===== src/rtl/uart_pkg.sv =====
// Shared constants for the UART receive path: frame-controller states, error codes
// and the default frame start marker.
package uart_pkg;

    typedef enum logic [2:0] {
        sIDLE = 3'd0,
        sCMD  = 3'd1,
        sLEN  = 3'd2,
        sDATA = 3'd3,
        sCHK  = 3'd4
    } rx_state_t;

    typedef enum logic [1:0] {
        ERR_NONE = 2'b00,
        ERR_LEN  = 2'b01,
        ERR_CHK  = 2'b10,
        ERR_TMO  = 2'b11
    } err_code_t;

    localparam logic [7:0] SYNC_BYTE_DEFAULT = 8'hA5;

endpackage


===== src/rtl/uart_gap_timer.sv =====
// Inter-byte gap timer: counts while enabled, clears on iClr, and pulses oExpire
// on the terminal count unless a clear arrives in the same cycle.
module uart_gap_timer #(
    parameter int unsigned TIMEOUT_CLKS = 32550
) (
    input  logic iClk,
    input  logic iRst,
    input  logic iEn,
    input  logic iClr,
    output logic oExpire
);

    localparam int unsigned W = $clog2(TIMEOUT_CLKS) + 1;
    localparam logic [W-1:0] TERM = W'(TIMEOUT_CLKS - 1);

    logic [W-1:0] r_cnt;
    logic         w_term;

    assign w_term  = iEn && !iClr && (r_cnt == TERM);
    assign oExpire = w_term;

    always_ff @(posedge iClk or posedge iRst) begin
        if (iRst) begin
            r_cnt <= '0;
        end else if (!iEn || iClr || w_term) begin
            r_cnt <= '0;
        end else begin
            r_cnt <= r_cnt + 1'b1;
        end
    end

endmodule


===== src/rtl/uart_rx_frame_ctrl.sv =====
// Frame controller behind the UART receiver: parses SYNC/CMD/LEN/payload/CHK,
// streams payload bytes and flags each frame good, bad or timed out.
module uart_rx_frame_ctrl
    import uart_pkg::*;
#(
    parameter int unsigned CLK_FREQ     = 125_000_000,
    parameter int unsigned BAUD_RATE    = 115_200,
    parameter int unsigned TIMEOUT_BITS = 30,
    parameter int unsigned TIMEOUT_CLKS = CLK_FREQ / BAUD_RATE * TIMEOUT_BITS,
    parameter logic [7:0]  SYNC_BYTE    = SYNC_BYTE_DEFAULT,
    parameter int unsigned MAX_LEN      = 16
) (
    input  logic       iClk,
    input  logic       iRst,
    input  logic [7:0] iRxByte,
    input  logic       iRxDone,
    output logic [7:0] oCmd,
    output logic [7:0] oLen,
    output logic [7:0] oDataByte,
    output logic [7:0] oDataIdx,
    output logic       oDataValid,
    output logic       oFrameOk,
    output logic       oFrameErr,
    output logic [1:0] oErrCode,
    output logic       oBusy
);

    localparam logic [7:0] MAX_LEN_B = 8'(MAX_LEN);

    rx_state_t r_state, w_state;
    err_code_t r_err_code, w_err_code;
    logic [7:0] r_cmd, w_cmd, r_len, w_len, r_chk, w_chk, r_cnt, w_cnt;
    logic [7:0] r_data_byte, w_data_byte, r_data_idx, w_data_idx;
    logic       r_data_valid, w_data_valid, r_ok, w_ok, r_err, w_err, r_busy;
    logic       w_expire;

    uart_gap_timer #(.TIMEOUT_CLKS(TIMEOUT_CLKS)) u_gap_timer (
        .iClk    (iClk),
        .iRst    (iRst),
        .iEn     (r_state != sIDLE),
        .iClr    (iRxDone),
        .oExpire (w_expire)
    );

    always_comb begin
        w_state      = r_state;
        w_cmd        = r_cmd;
        w_len        = r_len;
        w_chk        = r_chk;
        w_cnt        = r_cnt;
        w_data_byte  = r_data_byte;
        w_data_idx   = r_data_idx;
        w_data_valid = 1'b0;
        w_ok         = 1'b0;
        w_err        = 1'b0;
        w_err_code   = r_err_code;
        case (r_state)
            sIDLE: if (iRxDone && iRxByte == SYNC_BYTE) w_state = sCMD;
            sCMD: if (iRxDone) begin
                w_cmd   = iRxByte;
                w_chk   = iRxByte;
                w_state = sLEN;
            end
            sLEN: if (iRxDone) begin
                w_len = iRxByte;
                w_chk = r_chk ^ iRxByte;
                if (iRxByte > MAX_LEN_B) begin
                    w_err      = 1'b1;
                    w_err_code = ERR_LEN;
                    w_state    = sIDLE;
                end else if (iRxByte == '0) begin
                    w_state = sCHK;
                end else begin
                    w_cnt   = '0;
                    w_state = sDATA;
                end
            end
            sDATA: if (iRxDone) begin
                w_data_byte  = iRxByte;
                w_data_idx   = r_cnt;
                w_data_valid = 1'b1;
                w_chk        = r_chk ^ iRxByte;
                w_cnt        = r_cnt + 8'd1;
                if (r_cnt == r_len - 8'd1) w_state = sCHK;
            end
            sCHK: if (iRxDone) begin
                if (iRxByte == r_chk) begin
                    w_ok = 1'b1;
                end else begin
                    w_err      = 1'b1;
                    w_err_code = ERR_CHK;
                end
                w_state = sIDLE;
            end
            default: w_state = sIDLE;
        endcase
        // Expiry never coincides with iRxDone, so it cannot clobber a byte's update.
        if (w_expire) begin
            w_err      = 1'b1;
            w_err_code = ERR_TMO;
            w_state    = sIDLE;
        end
    end

    always_ff @(posedge iClk or posedge iRst) begin
        if (iRst) begin
            r_state      <= sIDLE;
            r_cmd        <= '0;
            r_len        <= '0;
            r_chk        <= '0;
            r_cnt        <= '0;
            r_data_byte  <= '0;
            r_data_idx   <= '0;
            r_data_valid <= 1'b0;
            r_ok         <= 1'b0;
            r_err        <= 1'b0;
            r_err_code   <= ERR_NONE;
            r_busy       <= 1'b0;
        end else begin
            r_state      <= w_state;
            r_cmd        <= w_cmd;
            r_len        <= w_len;
            r_chk        <= w_chk;
            r_cnt        <= w_cnt;
            r_data_byte  <= w_data_byte;
            r_data_idx   <= w_data_idx;
            r_data_valid <= w_data_valid;
            r_ok         <= w_ok;
            r_err        <= w_err;
            r_err_code   <= w_err_code;
            r_busy       <= (w_state != sIDLE);
        end
    end

    assign oCmd       = r_cmd;
    assign oLen       = r_len;
    assign oDataByte  = r_data_byte;
    assign oDataIdx   = r_data_idx;
    assign oDataValid = r_data_valid;
    assign oFrameOk   = r_ok;
    assign oFrameErr  = r_err;
    assign oErrCode   = r_err_code;
    assign oBusy      = r_busy;

endmodule

===== config.mk =====
export PLATFORM = sky130hd
export DESIGN_NAME = uart_rx_frame_ctrl
export DESIGN_NICKNAME = d
export VERILOG_FILES = /design/src/rtl/uart_pkg.sv /design/src/rtl/uart_gap_timer.sv /design/src/rtl/uart_rx_frame_ctrl.sv
export SDC_FILE = /design/constraint.sdc
export NUM_CORES = 1
export LEC_CHECK = 0
export ABC_CLOCK_PERIOD_IN_PS = 5750
export CAP_MARGIN = 40
export CORE_MARGIN = 2
export CORE_UTILIZATION = 59
export DETAILED_ROUTE_END_ITERATION = 16
export PLACE_DENSITY_LB_ADDON = 0.08
export SYNTH_ARGS = -nofsm -noshare
export SYNTH_HDL_FRONTEND = slang
export SYNTH_SLANG_ARGS = --single-unit

===== constraint.sdc =====
create_clock -name iClk -period 5.75 [get_ports iClk]
set_clock_uncertainty 0.2 [all_clocks]
set_input_delay 0.8625 -clock iClk [delete_from_list [all_inputs] [get_ports iClk]]
set_output_delay 0.8625 -clock iClk [all_outputs]
set_load 0.02 [all_outputs]

Yosys cells after proc, flatten, opt, wreduce, memory -nomap -nowiden --
Cells that the tools add are included.
Word-level totals: flip-flop bits (word level) 73, logic and storage cells 93, bits of input ports 11, output and inout bits 38
Cells by class: magnitude comparators 1, mux-type cells 36, equality and inequality tests 18, add/subtract/negate cells 3, bitwise logic cells 1, reductions and logical operators 21
Operator list (count):
- $mux 8 | 6
- $pmux 8 s2 | 2
- $mux 3 | 9
- $add 16x1->16 const B | 1
- $eq 16x15->1 const B | 1
- $eq 8x8->1 | 2
- $mux 16 | 1
- $pmux 3 s5 | 1
- $ne 3x2->1 const B | 4
- $mux 1 | 10
- $mux 2 | 5
- $ne 2x2->1 const B | 5
- $reduce_and 5->1 | 2
- $reduce_bool 3->1 | 3
- $add 8x1->8 const B | 1
- $eq 8x8->1 const B | 1
- $gt 8x5->1 const B | 1
- $logic_not 8->1 | 1
- $sub 8x1->8 const B | 1
- $xor 8x8->8 | 1
- $eq 3x2->1 const B | 2
- $reduce_and 2->1 | 3
- $pmux 2 s2 | 1
- $reduce_bool 2->1 | 2
- 10 further kinds | 14

Depth between registers and ports, before layout --
depth after elaboration 7, gate-level depth with buffers 7, depth with buffers taken out 7

Cells and area by module --
A second synthesis with hierarchy kept.
Unflattened totals: cells, all modules 384, area total of the unflattened synthesis 3671.0 um^2
By module, submodules not included:
- uart_rx_frame_ctrl | cells each 300, area an instance 2819.0 um^2, times used 1, sequential area each 1426.4 um^2
- uart_gap_timer | cells each 84, area an instance 852.1 um^2, times used 1, sequential area each 400.4 um^2

Worst setup path after synthesis --
OpenSTA, ideal clock, no wires.
kind input to register, from input port iRxByte[3], to register r_cnt[2], data arrival time 2200 ps, setup slack 3272 ps, buffers on the path 1, cell stages on the path 6, library setup time 77 ps, required time 5473 ps, cell sequence nor4_4 -> xnor2_2 -> a21oi_2 -> buf_6 -> or4_1 -> a21oi_1
Between the ends: word-level cells in the longest chain between the ends 3, elaborated cells on any way between the ends 5, classes of those cells order compare (1); eq/ne (2); reduce/logical (2)
Ends and longest elaborated chain:
- start, declared | RTL line uart_rx_frame_ctrl.sv:15 | input logic [7:0] iRxByte,
- $gt 8x5->1 or $logic_not 8->1 (tied branches) | RTL line uart_rx_frame_ctrl.sv:67, uart_rx_frame_ctrl.sv:71
- $ne 2x2->1 (no line)
- $reduce_and 5->1 (no line) *
- end signal, assigned | RTL line uart_rx_frame_ctrl.sv:124 | r_cnt <= w_cnt;
- end, declared | RTL line uart_rx_frame_ctrl.sv:32 | logic [7:0] r_cmd, w_cmd, r_len, w_len, r_chk, w_chk, r_cnt, w_cnt;
Mark *: on every way between the ends. The rest lies on a longest branch, timed or not. A chain may end at the register's enable or synchronous reset.

Worst setup path after layout --
from input port iRxDone, to register r_busy (netlist: oBusy)
Between the ends: word-level cells in the longest chain between the ends 5, elaborated cells on any way between the ends 12, classes of those cells mux (7); reduce/logical (5)
Ends and longest elaborated chain:
- start, declared | RTL line uart_rx_frame_ctrl.sv:16 | input logic iRxDone,
- $logic_and 1x1->1 or $logic_not 1->1 (tied branches) | RTL line uart_rx_frame_ctrl.sv:58, uart_gap_timer.sv:19
- $mux 3 or $logic_and 1x1->1 (tied branches) | RTL line uart_rx_frame_ctrl.sv:58, uart_gap_timer.sv:19
- $pmux 3 s5 or $logic_and 1x1->1 (tied branches) | RTL line uart_rx_frame_ctrl.sv:57, uart_gap_timer.sv:19
- $mux 3 * | RTL line uart_rx_frame_ctrl.sv:98 | if (w_expire) begin
- $reduce_bool 3->1 * | RTL line uart_rx_frame_ctrl.sv:131 | r_busy <= (w_state != sIDLE);
- end signal, assigned | RTL line uart_rx_frame_ctrl.sv:131
- end, declared | RTL line uart_rx_frame_ctrl.sv:34 | logic r_data_valid, w_data_valid, r_ok, w_ok, r_err, w_err, r_busy;
Marked as above.

==> results by group <==
Die
  – Core Region: approximately 6000 µm²
  – I/O pins: roughly 50
  – Die Wd: roughly 83 µm
  – Initial core utilization: 61.2%
  – DIE HEIGHT: about 83 µm
  – # rows: 28
  – Full die area: 6820 µm²

Placed design
  – Routability cong.: 0.881
  – PortBufs: 48
  – DP Worst Slack: 2.32 ns
  – Dpl hpwl: between 5 and 6 mm
  – Placed inst area: 4190 µm²

Critical path
  – Critical path, cell by cell: clkdlybuf4s50_1, nand2b_1, nor2_1, and3_1, a21oi_1, a31oi_1
  – Worst Path Max Fanout: 14
  – Crit-path leading delay family: simple AND/OR/NAND/NOR gates
  – CP Data Arrival Time: 3.21 ns
  – Startpoint types: input pin
  – CP endpoint kind: register
  – Req. time, crit path: 5.83 ns
  – CP max stage delay: 0.78 ns
  – Buf/Inv on CP: 1
  – R2R setup slack: 3.28 ns
  – Worst setup path class: input pin to register
  – Crit-path slowest cell: clkdlybuf4s50_1

CTS
  – Setup Fix Bufs, Post-CTS: 0
  – Hold Buf Count CTS: 0
  – Clock buffer count from CTS: 9
  – Post-cts resize count: 0
  – CTS tree: done
  – H-tree depth: 3
  – Worst-path clk slew: 0.08 ns
  – Clock Path Buffers: 2
  – Latest clock arrival within the worst-skew pair: 0.35 ns
  – CTS root buf: clkbuf_8
  – Clk sinks: 73

STA
  – Max Slew Vio Count: 0
  – Final setup vio count: 0
  – Final setup TNS: 0 ns
  – Tcrit/Tclk final: between 50 and 60%
  – RSZ-0062 raised after global routing: false
  – Endpoints failing hold: 0
  – Fin crit period: 3.13 ns
  – Final worst-path setup slack: about 2.6 ns
  – Slew Limit Headroom: around two fifths
  – Worst-Margin Slew: 0.869 ns
  – Max Clk Rate: between 300 and 400 MHz

Power
  – Leak Pwr: 1.86 nW
  – Overall power: about 1.1 mW
  – PwrDens: about 250 nW/µm²
  – Worst VDD drop: 201 µV

Yosys
  – FF+latch count, synth: 73
  – Synth area leaders: dfrtp_1, mux2_2, xnor2_1, xor2_1, nand2_1
  – Post-synthesis sequential area ratio: 50.2%
  – Post-synthesis cell count: 344
  – Syn_area_per_cell: ~11 µm²
  – Largest area contributor in the netlist: dfrtp_1
  – Post-synth top area share: 50.2%
  – Post-synth EDFFs: 0
  – Cell Area, Synth: 3640 µm²
  – Ys async rst share: 100%
  – Top_reg_cell synth: dfrtp_1
  – Most common cell in the netlist: dfrtp_1
  – Most frequent cells after synthesis: dfrtp_1, nand2_1, mux2_2, nor2_1
  – Total nets after synthesis: between 300 and 400
  – Yosys cell types: 51
  – Synth warn: 0

Route
  – Wirelength per Cell: about 17 µm
  – Total length of routed wires: 7.99 mm
  – Antenna-violating nets left: 0
  – Initial drt markers: approximately 150
  – Remaining DRCs: 0
  – Via density: around 5.8
  – DRT Pass-1 Iters: 4
  – Vias: between 2000 and 3000

Global routing
  – Gr usage total: 25.5%
  – Initial antenna violation count: 0
  – Maximum number of pins on one net before global-route repair: 38
  – GR Overflow Total: 0
  – Vias in the first global route: 2751
  – First-pass GRT wire length: 12.9 mm

Cells and area
  – Final nets: 410
  – Design area: 4410 µm²
  – Share of post-route cells with drive strength above 1: roughly 14%
  – Finished Core Util: 74.1%
  – Diode count: 0
  – Area grow syn2layout: 21.1%

Status
  – Status: finished, final reports clean

Hold path
  – Min-delay worst type: register to register

Run
  – Max-cap check violation count: 0
==> registers in the layout (all words and copies together), names as in the netlist, 2 cells and up <==
name / cells
oCmd: 8
oDataByte: 8
oDataIdx: 8
oErrCode: 2
oLen: 8
r_chk: 8
r_cnt: 8
r_state: 3
u_gap_timer.r_cnt: 16
==> worst paths after layout <==
kind | start | end | depth (start not counted)
min | oDataIdx[2]$_DFFE_PP0P_ | oDataIdx[2]$_DFFE_PP0P_ | 2
min in group asynchronous | iRst | oErrCode[0]$_DFFE_PP0P_ | 2
max reg2reg | oLen[0]$_DFFE_PP0P_ | r_state[1]$_DFF_PP0_ | 7
max | iRxDone | oBusy$_DFF_PP0_ | 6
min reg2reg | oDataIdx[2]$_DFFE_PP0P_ | oDataIdx[2]$_DFFE_PP0P_ | 2
max in group asynchronous | iRst | u_gap_timer.r_cnt[4]$_DFF_PP0_ | 3
==> layout make-up <==
class,instances,area (µm²)
Multi-Input combinational cell,247,1720
Timing Repair Buffer,51,504
Inverter,13,48.8
Clock inverter,6,92.6
Tap cell,75,93.8
Fill cell,441,1550
Clock buffer,10,128
Sequential cell,73,1830
==> per-stage QoR <==
stage               cells  hold WS (ns)
CTS                   475         0.292
global route          475         0.324
global placement      457         0.267
floorplan             344         0.281
finish                475         0.289
detailed placement    459         0.274
==> report_power, final <==
part           total (mW)  internal [mW]  leakage, nW  switching, mW
clock               0.447          0.246        0.103          0.201
combinational       0.102         0.0452        0.762         0.0566
sequential          0.544          0.529        0.993         0.0144
==> placed cells by master, fill, tap and decap left out, drive strengths merged, types with 3 or more instances in the layout <==
| cell | count |
|---|---|
| ha | 4 |
| nor3 | 8 |
| clkbuf | 10 |
| inv | 13 |
| nand4 | 8 |
| and2 | 3 |
| xor2 | 19 |
| xnor2 | 20 |
| nand3 | 15 |
| nor2b | 3 |
| buf | 3 |
| a211oi | 4 |
| nand2b | 5 |
| nor2 | 27 |
| dfrtp | 73 |
| clkdlybuf4s50 | 48 |
| or4 | 6 |
| nor4 | 6 |
| mux2 | 27 |
| o21ai | 12 |
| o31ai | 4 |
| nand2 | 36 |
| a21oi | 10 |
| and3 | 3 |
==> cell families after synthesis <==
logic type               count (synthesis)  synth area share, %
multiplexers                            28                 8.62
buffers and inverters                   24                 2.71
AO/OA/AOI/OAI                           42                 7.80
adder cells (fa/ha/maj)                  4                 1.37
AND/OR/NAND/NOR                        134                 19.8
XOR/XNOR                                39                 9.58
flip-flops                              73                 50.2
==> layer usage <==
metal / GRT usage, % / up-vias / part of all wire (%)
met2: 41.4 / 76 / 49
li1: - / 1309 / -
met1: 33.8 / 1355 / 45
met4: 9.51 / 0 / 1.4
met5: 0 / - / 0
met3: 5.33 / 9 / 4.2
==> worst min-delay path, delay by kind of cell (launching register included) <==
| family | cells | cell delay (ns) |
|---|---|---|
| flops | 1 | 0.35 |
| compound gates | 1 | 0.06 |
| simple gates | 1 | 0.04 |
(Power assumes the default switching activity.)
